**config.mk**
```make
export PLATFORM = sky130hd
export DESIGN_NAME = ebus_diag_master_flat
export DESIGN_NICKNAME = d
export VERILOG_FILES = /design/src/rtl/ebus_diag_master_if.sv /design/src/rtl/ebus_diag_master.sv /design/src/flat_wrapper.sv
export SDC_FILE = /design/constraint.sdc
export NUM_CORES = 1
export LEC_CHECK = 0
export ABC_AREA = 1
export CAP_MARGIN = 20
export CORE_MARGIN = 8
export CORE_UTILIZATION = 44
export CTS_CLUSTER_DIAMETER = 50
export DETAILED_ROUTE_END_ITERATION = 8
export PLACE_DENSITY = 0.92
export SLEW_MARGIN = 20
export SYNTH_ARGS = -nofsm -noshare
export SYNTH_HDL_FRONTEND = slang
export SYNTH_SLANG_ARGS = --single-unit
```
**constraint.sdc**
```tcl
create_clock -name clk -period 4 [get_ports clk]
set_input_delay 0.6 -clock clk [delete_from_list [all_inputs] [get_ports clk]]
set_output_delay 0.6 -clock clk [all_outputs]
set_load 0.1 [all_outputs]
```
**src/rtl/ebus_diag_master_if.sv**
```systemverilog
// EBUS diagnostic master bus bundle: front-end request/response handshake
// plus the EBUS diagnostic lines (ds, diagStrobe, data).
// Optional EBUS_DIAG_PARITY_CHK_EN adds ebus_parity_in / rsp_perr.
interface ebus_diag_master_if;
    // front-end request / response
    logic        req_valid;
    logic        req_ready;
    logic [0:6]  req_func;
    logic [0:35] req_data;
    logic        req_sweep;
    logic        rsp_valid;
    logic [0:35] rsp_data;
    logic [0:2]  rsp_sub;
    logic        done;
    // EBUS side
    logic [0:6]  ebus_ds;
    logic        ebus_diag_strobe;
    logic [0:35] ebus_data_out;
    logic        ebus_data_oe;
    logic [0:35] ebus_data_in;
`ifdef EBUS_DIAG_PARITY_CHK_EN
    logic        ebus_parity_in;
    logic        rsp_perr;

    modport master (
        input  req_valid, req_func, req_data, req_sweep, ebus_data_in, ebus_parity_in,
        output req_ready, rsp_valid, rsp_data, rsp_sub, done,
               ebus_ds, ebus_diag_strobe, ebus_data_out, ebus_data_oe, rsp_perr
    );
    modport slave (
        output req_valid, req_func, req_data, req_sweep, ebus_data_in, ebus_parity_in,
        input  req_ready, rsp_valid, rsp_data, rsp_sub, done,
               ebus_ds, ebus_diag_strobe, ebus_data_out, ebus_data_oe, rsp_perr
    );
`else
    modport master (
        input  req_valid, req_func, req_data, req_sweep, ebus_data_in,
        output req_ready, rsp_valid, rsp_data, rsp_sub, done,
               ebus_ds, ebus_diag_strobe, ebus_data_out, ebus_data_oe
    );
    modport slave (
        output req_valid, req_func, req_data, req_sweep, ebus_data_in,
        input  req_ready, rsp_valid, rsp_data, rsp_sub, done,
               ebus_ds, ebus_diag_strobe, ebus_data_out, ebus_data_oe
    );
`endif
endinterface

```
**src/rtl/ebus_diag_master.sv**
```systemverilog
// Console-side EBUS diagnostic initiator. Sequences one load or read
// function (or an 8-step read sweep over ds[4:6]) through
// SETUP -> STROBE -> HOLD, returning read data from the responders.
// Optional feature macro: EBUS_DIAG_PARITY_CHK_EN (odd-parity check on reads).
module ebus_diag_master #(
    parameter int SETUP_CYC  = 2,
    parameter int STROBE_CYC = 4,
    parameter int HOLD_CYC   = 2
) (
    input logic           clk,
    input logic           reset,
    ebus_diag_master_if.master bus
);
    localparam int MAX_AB = (SETUP_CYC > STROBE_CYC) ? SETUP_CYC : STROBE_CYC;
    localparam int MAXC   = (MAX_AB > HOLD_CYC) ? MAX_AB : HOLD_CYC;
    localparam int CW     = (MAXC > 1) ? $clog2(MAXC) : 1;

    typedef enum logic [2:0] {IDLE, SETUP, STROBE, HOLD, NEXT} state_t;

    state_t          state, state_n;
    logic [CW-1:0]   cnt;
    logic [0:6]      ds_q;
    logic [0:35]     data_q;
    logic            sweep_q;
    logic            more;
    logic            sample;
    logic            rsp_valid_q, done_q;
    logic [0:35]     rsp_data_q;
    logic [0:2]      rsp_sub_q;

    // a sweep continues until sub-function 7 has been strobed
    assign more   = sweep_q && ds_q[0] && (ds_q[4:6] != 3'b111);
    // reads capture the bus on the final strobe cycle
    assign sample = (state == STROBE) && (cnt == '0) && ds_q[0];

    // next-state: each timed phase exits when its counter reaches zero
    always_comb begin
        state_n = state;
        case (state)
            IDLE:    if (bus.req_valid) state_n = SETUP;
            SETUP:   if (cnt == '0) state_n = STROBE;
            STROBE:  if (cnt == '0) state_n = (HOLD_CYC > 0) ? HOLD : (more ? NEXT : IDLE);
            HOLD:    if (cnt == '0) state_n = more ? NEXT : IDLE;
            NEXT:    state_n = SETUP;
            default: state_n = IDLE;
        endcase
    end

    // state register and phase counter, reloaded on every state change
    always_ff @(posedge clk) begin
        if (reset) begin
            state <= IDLE;
            cnt   <= '0;
        end else begin
            state <= state_n;
            if (state_n != state) begin
                case (state_n)
                    SETUP:   cnt <= CW'(SETUP_CYC - 1);
                    STROBE:  cnt <= CW'(STROBE_CYC - 1);
                    HOLD:    cnt <= CW'((HOLD_CYC > 0) ? HOLD_CYC - 1 : 0);
                    default: cnt <= '0;
                endcase
            end else if (cnt != '0) begin
                cnt <= cnt - 1'b1;
            end
        end
    end

    // request latch, sweep stepping, response capture and done pulse
    always_ff @(posedge clk) begin
        if (reset) begin
            ds_q        <= '0;
            data_q      <= '0;
            sweep_q     <= 1'b0;
            rsp_valid_q <= 1'b0;
            rsp_data_q  <= '0;
            rsp_sub_q   <= '0;
            done_q      <= 1'b0;
        end else begin
            if (state == IDLE && bus.req_valid) begin
                // sweeps always start from sub-function 0
                ds_q    <= (bus.req_func[0] && bus.req_sweep) ? {bus.req_func[0:3], 3'b000}
                                                              : bus.req_func;
                data_q  <= bus.req_data;
                sweep_q <= bus.req_sweep && bus.req_func[0];
            end else if (state == NEXT) begin
                ds_q[4:6] <= ds_q[4:6] + 3'd1;
            end
            rsp_valid_q <= sample;
            if (sample) begin
                rsp_data_q <= bus.ebus_data_in;
                rsp_sub_q  <= ds_q[4:6];
            end
            done_q <= (state != IDLE) && (state_n == IDLE);
        end
    end

`ifdef EBUS_DIAG_PARITY_CHK_EN
    logic perr_q;
    // total parity over data+parity bit must be odd
    always_ff @(posedge clk) begin
        if (reset)       perr_q <= 1'b0;
        else if (sample) perr_q <= ~(^{bus.ebus_data_in, bus.ebus_parity_in});
        else             perr_q <= 1'b0;
    end
    assign bus.rsp_perr = perr_q;
`endif

    assign bus.req_ready        = (state == IDLE);
    assign bus.ebus_ds          = (state == IDLE) ? 7'd0 : ds_q;
    assign bus.ebus_diag_strobe = (state == STROBE);
    // never drive the data lines while a read function is selected
    assign bus.ebus_data_oe     = (state != IDLE) && !ds_q[0];
    assign bus.ebus_data_out    = bus.ebus_data_oe ? data_q : 36'd0;
    assign bus.rsp_valid        = rsp_valid_q;
    assign bus.rsp_data         = rsp_data_q;
    assign bus.rsp_sub          = rsp_sub_q;
    assign bus.done             = done_q;
endmodule
```
**src/flat_wrapper.sv**
```systemverilog
// flat-port wrapper written by rule: the top's interface ports become plain ports
module ebus_diag_master_flat 
#(
    parameter int SETUP_CYC  = 2,
    parameter int STROBE_CYC = 4,
    parameter int HOLD_CYC   = 2
)
  (clk, reset, bus_req_valid, bus_req_func, bus_req_data, bus_req_sweep, bus_ebus_data_in, bus_req_ready, bus_rsp_valid, bus_rsp_data, bus_rsp_sub, bus_done, bus_ebus_ds, bus_ebus_diag_strobe, bus_ebus_data_out, bus_ebus_data_oe);
  ebus_diag_master_if bus_i ();
  input logic clk;
  input logic reset;
  input wire logic [$bits(bus_i.req_valid)-1:0] bus_req_valid;
  input wire logic [$bits(bus_i.req_func)-1:0] bus_req_func;
  input wire logic [$bits(bus_i.req_data)-1:0] bus_req_data;
  input wire logic [$bits(bus_i.req_sweep)-1:0] bus_req_sweep;
  input wire logic [$bits(bus_i.ebus_data_in)-1:0] bus_ebus_data_in;
  output wire logic [$bits(bus_i.req_ready)-1:0] bus_req_ready;
  output wire logic [$bits(bus_i.rsp_valid)-1:0] bus_rsp_valid;
  output wire logic [$bits(bus_i.rsp_data)-1:0] bus_rsp_data;
  output wire logic [$bits(bus_i.rsp_sub)-1:0] bus_rsp_sub;
  output wire logic [$bits(bus_i.done)-1:0] bus_done;
  output wire logic [$bits(bus_i.ebus_ds)-1:0] bus_ebus_ds;
  output wire logic [$bits(bus_i.ebus_diag_strobe)-1:0] bus_ebus_diag_strobe;
  output wire logic [$bits(bus_i.ebus_data_out)-1:0] bus_ebus_data_out;
  output wire logic [$bits(bus_i.ebus_data_oe)-1:0] bus_ebus_data_oe;
  assign bus_i.req_valid = bus_req_valid;
  assign bus_i.req_func = bus_req_func;
  assign bus_i.req_data = bus_req_data;
  assign bus_i.req_sweep = bus_req_sweep;
  assign bus_i.ebus_data_in = bus_ebus_data_in;
  assign bus_req_ready = bus_i.req_ready;
  assign bus_rsp_valid = bus_i.rsp_valid;
  assign bus_rsp_data = bus_i.rsp_data;
  assign bus_rsp_sub = bus_i.rsp_sub;
  assign bus_done = bus_i.done;
  assign bus_ebus_ds = bus_i.ebus_ds;
  assign bus_ebus_diag_strobe = bus_i.ebus_diag_strobe;
  assign bus_ebus_data_out = bus_i.ebus_data_out;
  assign bus_ebus_data_oe = bus_i.ebus_data_oe;
  ebus_diag_master #(.SETUP_CYC(SETUP_CYC), .STROBE_CYC(STROBE_CYC), .HOLD_CYC(HOLD_CYC)) u_core (.clk(clk), .reset(reset), .bus(bus_i));
endmodule
```
==> summary.txt, run 1 <==
Die
  – Die Y: 107.5 µm
  – Row count: 33
  – Total core area: 8175 µm²
  – Initial core utilization: 45.03%
  – IO Count: 170
  – Die Wd: 107.5 µm
  – Die area: 11550 µm²

CTS
  – Buffer count from post-CTS setup fixing: 0
  – Worst-path clk slew: 0.09 ns
  – Post-CTS Hold Buffers: 0
  – CTS tree: yes
  – Number of buffers created by CTS: 9
  – H-tree depth: 3
  – Clk sinks: 90
  – Skew-Pair Late Insertion Delay: 0.34 ns
  – Root Buffer: clkbuf_8
  – Quantity of gates resized following cts: 0
  – Max Root-Sink Buffers: 2

Global routing
  – Gr usage total: 17.35%
  – GRT Residual Overflow: 0
  – Antenna violations before repair: 0
  – First-pass GRT wire length: 16460 µm
  – Largest net degree at the start of global routing: 85
  – Vias in the first global route: 3433

Layout
  – Ratio of cells with drive above 1 in the final layout: 10.43%
  – # diodes: 0
  – Final std cells w/o fill: 738
  – Reg area: 1802 µm²
  – Synth-to-layout area growth: 46.46%
  – Most frequent cells in the layout: clkdlybuf4s50_1 (133), inv_1 (93), dfxtp_1 (90)
  – Multi-input gate area: 1306 µm²
  – Nets@finish: 715
  – Fillers: 682
  – Commonest non-fill, non-tap cell in the layout: clkdlybuf4s50_1

Placement
  – Post-DP HPWL: 7772 µm
  – Number of cells in the design after placement: 723
  – Gp weighted congestion: 0.9244
  – PortBufs: 169

Run status
  – Outcome: finished, final reports clean

STA
  – Fmax: 0.3258 GHz
  – Slew headroom: 31.38%
  – Setup violators final: 0
  – Crit path time final: 3.069 ns
  – Part of the cycle the worst path needs: 76.73%
  – Final Max Slew Viols: 0
  – Final Hold Fails: 0
  – Worst slew pin tran: 1.026 ns
  – Final TNS setup: 0 ns
  – Worst Skew: 0.01201 ns
  – RSZ-0062 raised after global routing: no

Worst setup path
  – Critical Path RT: 3.40 ns
  – Crit-path slowest cell: clkdlybuf4s50_1
  – Worst path cell trace: nor2_2 > inv_2 > nor2_4 > clkdlybuf4s50_1
  – Delay-heaviest family, CP: buffers and inverters
  – Crit path launch type: flip-flop
  – Worst Path Buf+Inv: 2
  – Stages on worst setup path: 4
  – Type of the worst setup path: reg2out
  – Worst R2R Path Depth: 6
  – Slowest stage delay, CP: 1.21 ns
  – Worst setup EP type: output port
  – WP data arrival: 2.47 ns
  – Worst-path maximum fanout: 10

Worst hold path
  – Worst hold-check path type: reg2reg
  – Hold Crit Depth: 2

Power and ir drop
  – Maximum VDD drop: 451.4 µV
  – LEAKAGE: 0.002119 µW
  – Power Density: 546.2 nW/µm²

Synthesis
  – Post-synthesis cell type count: 27
  – Synthesized instance count: 479
  – Seq/Total Area, Yosys: 48.95%
  – YS warnings: 0
  – FF+latch count, synth: 90
  – Post-synth net total: 565
  – Avg Inst Size Synth: 7.685 µm²
  – Mapped Area: 3681 µm²

Detailed routing
  – Post-route ant nets: 0
  – Residual DRC count: 0
  – Vias per inst: 4.799
  – DR WL/cell: 14.02 µm
  – DRT iter0 DRCs: 107
  – Via count: 3542
  – Pre-antenna DRT Iters: 4
  – DRT Wirelength: 10350 µm

Job
  – Max-cap violations: 0
sequential cells by signal (all words and copies together), names as in the netlist:
register              count
u_core.bus.rsp_sub        3
u_core.cnt                2
u_core.data_q            36
u_core.sweep_q            1
u_core.bus.rsp_data      36
u_core.state              3
u_core.ds_q               7
u_core.bus.rsp_valid      1
u_core.bus.done           1
kinds of logic (layout without fill, tap and decap cells):
kind of cell,count (synthesis),count (layout),synth area share [%]
AOI/OAI and AO/OA,172,172,24.17
DFF,90,90,48.95
and+or+nand+nor,84,84,10.06
adders and majority gates,3,3,1.020
xor gates and xnor gates,1,1,0.2380
buffers and inverters,129,283,15.57
layout make-up:
type / instances / share of cell area, %
clock inverter: 5 / 0.7194
multi-input combinational: 260 / 24.23
sequential: 90 / 33.42
tap: 105 / 2.437
timing repair buffer: 169 / 29.71
inverter: 99 / 6.939
clock buffer: 10 / 2.553
cell usage after synthesis (all sizes together):
library cell / instances / share of area (%)
buf: 19 / 4.3
nand2: 18 / 1.8
nor3: 6 / 1.1
nand4: 2 / 0.34
nand3: 5 / 1.0
dfxtp: 90 / 49
ha: 3 / 1.0
a211oi: 1 / 0.34
inv: 99 / 10
clkbuf: 11 / 1.2
a21oi: 86 / 12
xor2: 1 / 0.24
nor2: 53 / 5.7
o21bai: 1 / 0.31
o21ai: 84 / 12
final timing paths:
path | from | endpoint | slack [ns]
worst min-delay path | u_core.bus.rsp_data[22] | u_core.bus.rsp_data[22] | 0.45
worst max register to register | u_core.state[1] | u_core.data_q[3] | 1.72
worst max-delay path | u_core.state[1] | bus_req_ready | 0.93
worst min register to register | u_core.bus.rsp_data[22] | u_core.bus.rsp_data[22] | 0.45
worst register-to-register path, cell delays in order (launching register included):
cell and delay [ns]:
dfxtp_1 0.37, nor2_2 0.19, inv_2 0.09, nor3_4 0.15
clkinv_2 0.71, o21ai_0 0.55, a21oi_1 0.07
routing by layer:
layer  global-route usage (%)  part of all wire, %  routed length [µm]  up-vias
met1                    18.79                   38                3931     1587
met3                    4.611                  7.0                 727       21
met5                        0                    0                   0        -
li1                         -                    -                   -     1810
met4                    7.730                  2.7                 281        0
met2                    30.98                   52                5408      124
where the power goes:
| part | internal [µW] | switching, µW |
|---|---|---|
| clock network | 243 | 312 |
| registers | 1010 | 48.8 |
| logic | 324 | 1000 |
stage by stage:
stage | hold slack (ns) | power [µW] | cell area [µm²] | utilization [%] | worst slack, ns
floorplan | 0.4295 | 2137 | 3681 | - | 0.1554
global placement | 0.4317 | 2381 | 5213 | 63.76 | 1.356
detailed placement | 0.4373 | 2411 | 5213 | 63.76 | 1.300
CTS | 0.4521 | 2970 | 5389 | 65.92 | 0.9119
global route | 0.4681 | 3109 | 5391 | 65.95 | 0.8172
finish | 0.4481 | 2945 | 5391 | 65.95 | 0.9310
Note: power is estimated with default switching activity, not from simulation.
==> run 2: changes to the inputs <==
--- a/config.mk
+++ b/config.mk
@@ -8,10 +8,10 @@
 export ABC_AREA = 1
 export CAP_MARGIN = 20
 export CORE_MARGIN = 8
-export CORE_UTILIZATION = 44
+export CORE_UTILIZATION = 41
 export CTS_CLUSTER_DIAMETER = 50
 export DETAILED_ROUTE_END_ITERATION = 8
-export PLACE_DENSITY = 0.92
+export PLACE_DENSITY = 0.87
 export SLEW_MARGIN = 20
 export SYNTH_ARGS = -nofsm -noshare
 export SYNTH_HDL_FRONTEND = slang
==> constraint.sdc (replaced) <==
create_clock -name clk -period 2.92 [get_ports clk]
set_input_delay 0.438 -clock clk [delete_from_list [all_inputs] [get_ports clk]]
set_output_delay 0.438 -clock clk [all_outputs]
set_load 0.1 [all_outputs]
==> run 2 against run 1 <==
Via count increased by 0.59%; global-route usage shrank 0.35 points; clock skew grew 0.0025 ns; die area increased by 6.2%; combinational power rose by 59%; critical path depth grew 4; routed wire length is 3.7% higher.
==> summary.txt, run 2 (synthesis gave the netlist of run 1 again) <==
CTS
  – Max Root-Sink Buffers: 2
  – Buffer count from post-CTS setup fixing: 0
  – Skew-Pair Late Insertion Delay: 0.35 ns
  – Quantity of gates resized following cts: 0
  – Worst-path clk slew: 0.09 ns
  – Root Buffer: clkbuf_8
  – Clk sinks: 90
  – Number of buffers created by CTS: 9
  – Post-CTS Hold Buffers: 0
  – CTS tree: yes
  – H-tree depth: 3

Detailed routing
  – Post-route ant nets: 0
  – Via count: 3563
  – Vias per inst: 4.783
  – DRT iter0 DRCs: 157
  – DRT Wirelength: 10730 µm
  – Residual DRC count: 0
  – Pre-antenna DRT Iters: 4
  – DR WL/cell: 14.40 µm

Power and ir drop
  – LEAKAGE: 0.002371 µW
  – Maximum VDD drop: 335.1 µV
  – Power Density: 761.1 nW/µm²

STA
  – Worst Skew: 0.01451 ns
  – RSZ-0062 raised after global routing: no
  – Setup violators final: 0
  – Final Max Slew Viols: 0
  – Crit path time final: 2.385 ns
  – Final Hold Fails: 0
  – Final TNS setup: 0 ns
  – Fmax: 0.4192 GHz
  – Worst slew pin tran: 0.7002 ns
  – Slew headroom: 53.32%
  – Hold WS: 0.4458 ns
  – Part of the cycle the worst path needs: 81.69%

Run status
  – Outcome: finished, final reports clean

Die
  – Total core area: 8721 µm²
  – Initial core utilization: 42.21%
  – Die area: 12270 µm²
  – Row count: 34
  – Die Wd: 110.8 µm
  – Die Y: 110.8 µm
  – IO Count: 170

Global routing
  – GRT Residual Overflow: 0
  – Vias in the first global route: 3451
  – Largest net degree at the start of global routing: 80
  – First-pass GRT wire length: 17390 µm
  – Gr usage total: 17.00%
  – Antenna violations before repair: 0

Job
  – Max-cap violations: 0

Worst setup path
  – Type of the worst setup path: reg2out
  – Worst setup EP type: output port
  – WP data arrival: 1.95 ns
  – Critical Path RT: 2.48 ns
  – R2R Path Start: u_core.state[2]
  – Crit path launch type: flip-flop
  – Worst-path maximum fanout: 36
  – Crit path from: u_core.state[1]

Layout
  – Commonest non-fill, non-tap cell in the layout: inv_1
  – Synth-to-layout area growth: 60.88%
  – Ratio of cells with drive above 1 in the final layout: 24.65%
  – Nets@finish: 718
  – # diodes: 0
  – Most frequent cells in the layout: inv_1 (93), dfxtp_1 (90), a21oi_1 (85)

Worst hold path
  – Worst hold-check path type: reg2reg
  – Hold path start: u_core.bus.rsp_sub[0]

Placement
  – PortBufs: 169
  – Post-DP HPWL: 8259 µm
  – Gp weighted congestion: 0.8224
run 2: final timing paths:
kind / slack (ns) / endpoint / cells past startpoint
hold reg to reg: 0.45 / u_core.bus.rsp_sub[0] / 2
setup reg to reg: 0.90 / u_core.bus.rsp_data[1] / 6
hold / removal: 0.45 / u_core.bus.rsp_sub[0] / 2
setup / recovery: 0.53 / bus_ebus_data_out[32] / 8
run 2: layout make-up:
class,instances,area (µm²)
Timing Repair Buffer,172,1984
Tap cell,108,135.1
Multi-Input combinational cell,260,1401
Clock buffer,10,137.6
Sequential cell,90,1802
Fill cell,670,2799
Clock inverter,6,90.09
Inverter,99,371.6
run 2: power by group:
part | switching, µW | internal, µW
clock network | 433 | 507
registers | 70.9 | 1390
logic | 1480 | 626
run 2: layer usage:
metal / share of wire [%] / global-route usage (%) / vias to the layer above
met3: 7.5 / 5.898 / 13
met2: 51 / 30.45 / 119
met4: 1.1 / 4.505 / 0
met5: 0 / 0 / -
met1: 40 / 18.49 / 1612
li1: - / - / 1819
run 2: metrics by stage:
stage,cell area [µm²],power [µW],utilization [%],setup WS [ns],instances
5_1_grt,5922,4715,67.91,0.4273,745
2_1_floorplan,3776,2994,-,0.01411,479
3_3_place_gp,5694,3534,65.29,0.8343,729
6_report,5922,4507,67.91,0.5347,745
4_1_cts,5922,4535,67.91,0.5241,745
3_5_place_dp,5694,3594,65.29,0.7415,729
run 2: critical path: stages (launching register included):
cell,delay (ns)
dfxtp_1,0.38
nor2_2,0.17
inv_2,0.08
nor2_4,0.29
nor2_4,0.06
inv_2,0.08
buf_12,0.25
nor2_2,0.09
buf_12,0.17
==> run 3: changes to the inputs <==
--- a/config.mk
+++ b/config.mk
@@ -8,10 +8,10 @@
 export ABC_AREA = 1
 export CAP_MARGIN = 20
 export CORE_MARGIN = 8
-export CORE_UTILIZATION = 41
+export CORE_UTILIZATION = 37
 export CTS_CLUSTER_DIAMETER = 50
 export DETAILED_ROUTE_END_ITERATION = 8
-export PLACE_DENSITY = 0.87
+export PLACE_DENSITY = 0.83
 export SLEW_MARGIN = 20
 export SYNTH_ARGS = -nofsm -noshare
 export SYNTH_HDL_FRONTEND = slang
==> constraint.sdc (replaced) <==
create_clock -name clk -period 1.95 [get_ports clk]
set_input_delay 0.2925 -clock clk [delete_from_list [all_inputs] [get_ports clk]]
set_output_delay 0.2925 -clock clk [all_outputs]
set_load 0.1 [all_outputs]
==> run 3 against run 2 <==
Utilization down 2.0 points; clock power up 30%; worst hold slack better by 0.0018 ns; die area rose by 9.2%; sequential power rose by 50%; first-iteration DRC count grew 19%; critical endpoint is now bus_ebus_data_out[34]; highest routed layer unchanged.
==> summary.txt, run 3 (synthesis gave the netlist of run 1 again) <==
Layout
  – Ratio of cells with drive above 1 in the final layout: 26.65%
  – Final std cells w/o fill: 786
  – # diodes: 0
  – Fillers: 791
  – Nets@finish: 734
  – Commonest non-fill, non-tap cell in the layout: inv_1
  – Most frequent cells in the layout: inv_1 (93), dfxtp_1 (88), a21oi_1 (85)
  – Synth-to-layout area growth: 74.30%

Run status
  – Outcome: finished, final reports clean

Worst setup path
  – Reg2reg setup slack: 0.16 ns
  – Worst r2r dst: u_core.bus.done
  – Critical Path RT: 1.66 ns
  – WP data arrival: 1.62 ns
  – R2R Path Start: u_core.cnt[0]
  – Worst-path maximum fanout: 9
  – Worst R2R Path Depth: 10
  – Worst setup EP type: output port
  – Crit path launch type: flip-flop
  – Type of the worst setup path: reg2out

Detailed routing
  – Post-route ant nets: 0
  – Residual DRC count: 0
  – Vias per inst: 4.698
  – Pre-antenna DRT Iters: 4
  – Via count: 3693
  – DR WL/cell: 14.44 µm
  – DRT Wirelength: 11350 µm
  – DRT iter0 DRCs: 187

Power and ir drop
  – Design Power: 7148 µW
  – LEAKAGE: 0.002508 µW
  – Power Density: 1114 nW/µm²
  – Maximum VDD drop: 411.6 µV

Job
  – Max-cap violations: 0

CTS
  – Number of buffers created by CTS: 9
  – Skew-Pair Late Insertion Delay: 0.35 ns
  – Post-CTS Hold Buffers: 0
  – Root Buffer: clkbuf_8
  – CTS tree: yes
  – Worst-path clk slew: 0.09 ns
  – H-tree depth: 3
  – Clk sinks: 90
  – Max Root-Sink Buffers: 2

Placement
  – Number of cells in the design after placement: 761
  – Post-DP HPWL: 8762 µm
  – Gp weighted congestion: 0.8136
  – PortBufs: 169

STA
  – Final Hold Fails: 0
  – Worst slew pin tran: 0.3316 ns
  – Final Max Slew Viols: 0
  – Part of the cycle the worst path needs: 97.83%
  – Fmax: 0.5242 GHz
  – RSZ-0062 raised after global routing: yes
  – Slew headroom: 77.72%
  – Crit path time final: 1.908 ns
  – Setup violators final: 0
  – Worst Skew: 0.003885 ns

Die
  – IO Count: 170
  – Total core area: 9729 µm²
  – Row count: 36
  – Initial core utilization: 37.83%
  – Die area: 13400 µm²
  – Die Wd: 115.7 µm
  – Die Y: 115.7 µm

Global routing
  – Largest net degree at the start of global routing: 85
  – First-pass GRT wire length: 17800 µm
  – Antenna violations before repair: 0
  – GRT Residual Overflow: 0
  – Gr usage total: 16.75%
  – Vias in the first global route: 3673

Worst hold path
  – Hold Crit Depth: 2
  – Hold path start: u_core.bus.rsp_data[23]
  – Worst hold-check path type: reg2reg
  – Hold worst-path end: u_core.bus.rsp_data[23]
==> run 3: report_power, final <==
part,switching (µW),internal (µW)
registers,106,2080
clock network,649,572
logic,2460,1280
total,3210,3940
==> run 3: routing by layer <==
layer	GRT usage [%]	vias to the layer above	share of wire, %
met4	6.914	0	2.2
met1	18.52	1679	40
li1	-	1850	-
met2	28.68	141	48
met3	5.888	23	9.7
met5	0	-	0
==> run 3: what timing repair did <==
| action | in CTS | in global routing |
|---|---|---|
| setup buffers | 4 | 5 |
| gates cloned | 0 | 0 |
| endpoints found under the setup margin | 30 | 36 |
| resized for setup | 1 | 1 |
| pin swaps | 1 | 2 |
==> run 3: worst max-delay path by stage <==
stage	startpoint	end	slack, ns	cells past startpoint
floorplan	u_core.state[1]	bus_ebus_data_out[10]	-0.45	7
global placement	bus_req_valid	u_core.data_q[6]	0.25	7
detailed placement	bus_req_valid	u_core.data_q[24]	0.13	7
CTS	u_core.state[1]	bus_ebus_data_out[34]	0.01	8
global route	u_core.state[0]	bus_ebus_data_out[34]	-0.02	8
finish	u_core.state[0]	bus_ebus_data_out[34]	0.04	8
==> run 3: critical path, stage by stage, from the launching register on <==
cell and delay [ns]:
dfxtp_4 0.38, nor2_4 0.05, inv_2 0.07, nor2_4 0.05, nor2_4 0.17, inv_8 0.08, buf_12 0.16, nor2_4 0.12
buf_12 0.19
==> run 3: metrics by stage <==
step / utilization (%) / hold slack, ns / worst slack, ns / TNS, ns / area (µm²)
after floorplan: - / 0.3552 / -0.4522 / -16.85 / 3983
after global placement: 63.22 / 0.4308 / 0.2463 / 0 / 6151
after detailed placement: 63.22 / 0.4361 / 0.1338 / 0 / 6151
after CTS: 65.52 / 0.4493 / 0.009715 / 0 / 6375
after global routing: 65.95 / 0.4705 / -0.02279 / -0.1973 / 6416
final: 65.95 / 0.4476 / 0.04222 / 0 / 6416
==> run 3: final cells by class <==
class | count | area [µm²] | share of cell area (%)
multi-input cells | 260 | 1587 | 24.73
inverters | 99 | 379.1 | 5.909
clock inverters | 3 | 22.52 | 0.3510
well taps | 133 | 166.4 | 2.594
flip-flops and latches | 90 | 1809 | 28.20
clock buffers | 13 | 168.9 | 2.633
repair buffers | 188 | 2283 | 35.59
